--- config.mk ---
export PLATFORM = sky130hd
export DESIGN_NAME = hs_bus_arbiter
export DESIGN_NICKNAME = d
export VERILOG_FILES = /design/src/rtl/hs_bus_arbiter.sv
export SDC_FILE = /design/constraint.sdc
export NUM_CORES = 1
export LEC_CHECK = 0
export CAP_MARGIN = 20
export CORE_AREA = 2 2 103 105
export CTS_BUF_LIST = sky130_fd_sc_hd__clkbuf_4
export DETAILED_ROUTE_END_ITERATION = 8
export DIE_AREA = 0 0 105 107
export DONT_BUFFER_PORTS = 1
export SLEW_MARGIN = 20
export SYNTH_ARGS = -nofsm -noshare
export SYNTH_HDL_FRONTEND = slang
export SYNTH_SLANG_ARGS = --single-unit
export TNS_END_PERCENT = 10
--- constraint.sdc ---
create_clock -name clk_i -period 2.3 [get_ports clk_i]
set_input_delay 0.575 -clock clk_i [delete_from_list [all_inputs] [get_ports clk_i]]
set_output_delay 0.575 -clock clk_i [all_outputs]
set_load 0.05 [all_outputs]
--- src/rtl/hs_bus_arbiter.sv ---
// Shares one handshake interconnect port between instruction fetch and data access (data has priority).
// Latency: a new request reaches the bus 1 cycle after it is raised; each grant is followed by 1 quiet cycle.
// Backpressure: requests are held until x_ready_o; bus_ready_i stalls the granted port (zero-wait allowed).
//
// Ports:
//   clk_i, rst_i                  clock (rising edge), synchronous active-high reset
//   instr_rd_i/addr_i             instruction read request and address
//   instr_data_o/ready_o          instruction read data, idle/completion
//   data_rd_i/wr_i/addr_i/wdata_i data read/write request, address, write data
//   data_rdata_o/ready_o          data read data, idle/completion
//   bus_rd_o/wr_o/addr_o/data_o   interconnect request side
//   bus_data_i/ready_i            interconnect read data and completion
//   grant_o                       {data,instr} current grant, one-hot or zero
module hs_bus_arbiter #(
    parameter int ADDR_W     = 32,
    parameter int DATA_W     = 32,
    parameter int MAX_CONSEC = 4     // 1..15, fits the 4-bit starvation counter
) (
    input  logic              clk_i,
    input  logic              rst_i,
    input  logic              instr_rd_i,
    input  logic [ADDR_W-1:0] instr_addr_i,
    output logic [DATA_W-1:0] instr_data_o,
    output logic              instr_ready_o,
    input  logic              data_rd_i,
    input  logic              data_wr_i,
    input  logic [ADDR_W-1:0] data_addr_i,
    input  logic [DATA_W-1:0] data_wdata_i,
    output logic [DATA_W-1:0] data_rdata_o,
    output logic              data_ready_o,
    output logic              bus_rd_o,
    output logic              bus_wr_o,
    output logic [ADDR_W-1:0] bus_addr_o,
    output logic [DATA_W-1:0] bus_data_o,
    input  logic [DATA_W-1:0] bus_data_i,
    input  logic              bus_ready_i,
    output logic [1:0]        grant_o
);

    typedef enum logic [1:0] {
        IDLE    = 2'd0,
        GRANT_I = 2'd1,
        GRANT_D = 2'd2,
        RELEASE = 2'd3
    } state_t;

    localparam logic [3:0] MAX_CNT = 4'(MAX_CONSEC);

    state_t            state;
    logic [3:0]        cnt;
    logic [DATA_W-1:0] instr_rdata_reg;
    logic [DATA_W-1:0] data_rdata_reg;
    logic              data_req;
    logic              instr_done;
    logic              data_done;
    logic              data_win;

    assign data_req   = data_rd_i | data_wr_i;
    // A completion needs the granted requester still asserting, so a
    // dropped request can never be completed by a late bus_ready_i.
    assign instr_done = (state == GRANT_I) && instr_rd_i && bus_ready_i;
    assign data_done  = (state == GRANT_D) && data_req && bus_ready_i;
    // Data wins arbitration unless instr has already waited out MAX_CONSEC data grants.
    assign data_win   = data_req && (!instr_rd_i || (cnt < MAX_CNT));

    always_ff @(posedge clk_i) begin
        if (rst_i) begin
            state           <= IDLE;
            cnt             <= 4'd0;
            instr_rdata_reg <= '0;
            data_rdata_reg  <= '0;
        end else begin
            case (state)
                IDLE: begin
                    if (data_win) begin
                        state <= GRANT_D;
                    end else if (instr_rd_i) begin
                        state <= GRANT_I;
                    end
                end
                GRANT_I: begin
                    if (!instr_rd_i) begin
                        state <= IDLE;
                    end else if (bus_ready_i) begin
                        state <= RELEASE;
                    end
                end
                GRANT_D: begin
                    if (!data_req) begin
                        state <= IDLE;
                    end else if (bus_ready_i) begin
                        state <= RELEASE;
                    end
                end
                default: state <= IDLE;
            endcase

            if (instr_done) begin
                cnt             <= 4'd0;
                instr_rdata_reg <= bus_data_i;
            end
            if (data_done) begin
                if (data_rd_i) begin
                    data_rdata_reg <= bus_data_i;
                end
                if (!instr_rd_i) begin
                    cnt <= 4'd0;
                end else if (cnt != MAX_CNT) begin
                    cnt <= cnt + 4'd1;
                end
            end
        end
    end

    // Bus request mirrors the granted port; everything is forced to zero otherwise.
    always_comb begin
        bus_rd_o   = 1'b0;
        bus_wr_o   = 1'b0;
        bus_addr_o = '0;
        bus_data_o = '0;
        case (state)
            GRANT_I: begin
                bus_rd_o   = instr_rd_i;
                bus_addr_o = instr_addr_i;
            end
            GRANT_D: begin
                bus_rd_o   = data_rd_i;
                bus_wr_o   = data_wr_i;
                bus_addr_o = data_addr_i;
                bus_data_o = data_wdata_i;
            end
            default: ;
        endcase
    end

    assign grant_o       = {state == GRANT_D, state == GRANT_I};
    assign instr_ready_o = !instr_rd_i || instr_done;
    assign data_ready_o  = !data_req || data_done;
    // Read data bypasses the holding register in the completion cycle.
    assign instr_data_o  = instr_done ? bus_data_i : instr_rdata_reg;
    assign data_rdata_o  = (data_done && data_rd_i) ? bus_data_i : data_rdata_reg;

endmodule

==> results.sh <==
export IMPL_clock_latency_ps=420
export IMPL_cts_buffers=9
export IMPL_drc=0
export IMPL_io_buffers=0
export IMPL_cp_start_kind="register"
export IMPL_status="finished, violations left"
export IMPL_finalCritPeriodShare=1.07
export IMPL_slew_violations=0
export IMPL_place_area_um2=5130
export IMPL_vias=3019
export IMPL_final_layout_size_suffix_gt1_frac=0.502
export IMPL_htree_levels=3
export IMPL_period_needed_ps=2460
export IMPL_die_h_um=107
export IMPL_hpwl_mm=8.34
export IMPL_die_x_um=105
export IMPL_fmax_ghz=0.407
export IMPL_ios=268
export IMPL_synth_area_leader_cell="dfxtp_1"
export IMPL_synthArstFlopShare=0
export IMPL_routedWlPerCell_um=20.6
export IMPL_drt_iter0_markers=142
export IMPL_detail_route_antenna_nets=0
export IMPL_grt_pass1_vias=3091
export IMPL_critPathRequiredTime_ps=1730
export IMPL_clk_pin_slew_ps=110
export IMPL_area_delta_synth_final_pct=58.7
export IMPL_syn_avg_cell_area_um2=9.79
export IMPL_cts_tree="built"
export IMPL_path_buf_inv=3
export IMPL_ys_top_cells_by_count="nor2b_1, dfxtp_1, a22oi_1, and2_1"
export IMPL_fill_cells=815
export IMPL_fin_nets=577
export IMPL_slew_headroom=0.709
export IMPL_core_um2=10100
export IMPL_violations="negative setup slack"
export IMPL_r2r_cells=6
export IMPL_worst_path_most_repeated_cell="buf_12"
export IMPL_hp_class="in2reg"
export IMPL_diodes=0
export IMPL_slowest_stage="dfxtp_2"
export IMPL_crit_family="buffers and inverters"
export IMPL_viasPerCell=5.22
export IMPL_yosysWarnings=0
export IMPL_hold_depth=1
export IMPL_seq_area_frac_synth=0.377
export IMPL_synth_area_um2=3720
export IMPL_grt_antenna_before_repair=0
export IMPL_hold_violations=0
export IMPL_synth_seq_cells=70
export IMPL_tightest_slew_ps=435
export IMPL_power_density_nw_per_um2=681
export IMPL_setup_slack_ps=-156
export IMPL_grt_overflow_total=0
export IMPL_critPathCaptureType="primary output"
export IMPL_maxCapViolCount=0
export IMPL_grt_max_degree=72
export IMPL_first_pass_iters=5
export IMPL_slowest_delay_ps=410
export IMPL_synth_top_area_share=0.377
export IMPL_drt_total_wl_mm=11.9
export IMPL_holdBufCountCts=0
export IMPL_crit_type="reg2out"
export IMPL_synthFlopType="dfxtp_1"
export IMPL_track_usage=0.197
export IMPL_clockRootBuffer="clkbuf_4"
export IMPL_crit_cells=6
export IMPL_cts_sinks=70
export IMPL_leakage_uw=0.00247
export IMPL_rsz0062_at_grt="yes"
export IMPL_finish_instance_area_um2=5910
export IMPL_row_count=37
export IMPL_die_area_um2=11200
export IMPL_gp_congestion=0.813
export IMPL_grt_pass1_wl_mm=17.2
export IMPL_netlist_instances=380
export IMPL_yosysMostFrequentCell="nor2b_1"
export IMPL_synthTopCellsByArea="dfxtp_1, nor2b_1, mux2_1, mux2_2, a22oi_1"
export IMPL_setup_viol_count_final=97
export IMPL_ctsLongestPathBuffers=2
export IMPL_critPathMaxFanout=5
export IMPL_ir_drop_uv=595
export IMPL_initial_core_util=0.369
export IMPL_cp_data_arrival_time_ps=1880
export IMPL_synthDistinctLibCells=34
export IMPL_holdWs_ps=216
export IMPL_fin_skew_ps=18.4
export IMPL_crit_chain="ha_4 -> nand3_4 -> buf_12 -> buf_12 -> mux2_4 -> buf_8"
export IMPL_syn_nets=520
export IMPL_final_util=0.585
export IMPL_synth_edff_count=0
[routing by layer]
layer  part of all wire  up-vias  GRT usage
met3              0.092       16     0.0760
met5                  0        -          0
met2               0.52      166      0.362
met4              0.016        0     0.0724
li1                   -     1405          -
met1               0.37     1432      0.204
[final cells by class]
type / count / area [µm²] / share of cell area
flip-flops and latches: 70 / 1400 / 0.238
inverters: 6 / 22.5 / 0.00381
clock buffers: 10 / 75.1 / 0.0127
multi-input cells: 274 / 2720 / 0.460
well taps: 136 / 170 / 0.0288
clock inverters: 6 / 85.1 / 0.0144
repair buffers: 76 / 1430 / 0.243
[cell usage in the layout, fill, tap and decap left out, drive strengths merged, types with 2 or more instances in the layout]
cell type / count
a22oi: 33
and2: 33
nand3: 4
nor2: 6
clkbuf: 11
a21oi: 2
nand2: 7
buf: 75
bufinv: 2
ha: 6
mux2: 65
dfxtp: 70
o21ai: 3
o21bai: 3
clkinv: 3
inv: 7
a211oi: 2
nand4b: 2
nor2b: 98
[power breakdown]
part	internal [µW]	switching, µW
logic	810	1060
clock network	452	435
registers	1250	16.9
[per-stage QoR]
step / total power (µW) / TNS [ps] / std cells / setup slack, ps
after floorplan: 2510 / -282 / 380 / -15.0
after global placement: 2950 / 0 / 545 / 141
after detailed placement: 2970 / 0 / 545 / 98.6
after CTS: 3990 / -12350 / 576 / -192
after global routing: 4180 / -19950 / 578 / -247
final: 4020 / -9810 / 578 / -156
[cell families (layout without fill, tap and decap cells)]
logic type | Yosys count | in the layout | synth area share
muxes | 65 | 65 | 0.202
adders and majority gates | 6 | 6 | 0.0202
and+or+nand+nor | 153 | 153 | 0.256
xor gates and xnor gates | 1 | 1 | 0.00235
DFF | 70 | 70 | 0.377
AOI/OAI and AO/OA | 49 | 49 | 0.0978
buffers and inverters | 36 | 98 | 0.0457
[worst paths after layout]
path / start / endpoint / slack (ps)
worst max-delay path: state[1] / data_rdata_o[25] / -160
worst min-delay path: rst_i / instr_rdata_reg[9] / 220
worst max register to register: state[1] / cnt[0] / 490
worst min register to register: cnt[3] / cnt[3] / 550
[timing repair]
action | 4_1_cts | 5_1_grt
gates cloned | 5 | 1
pin swaps | 4 | 1
endpoints found under the setup margin | 132 | 132
resized for setup | 108 | 27
buffers inserted | 10 | 1
Note: power is estimated with default switching activity, not from simulation.
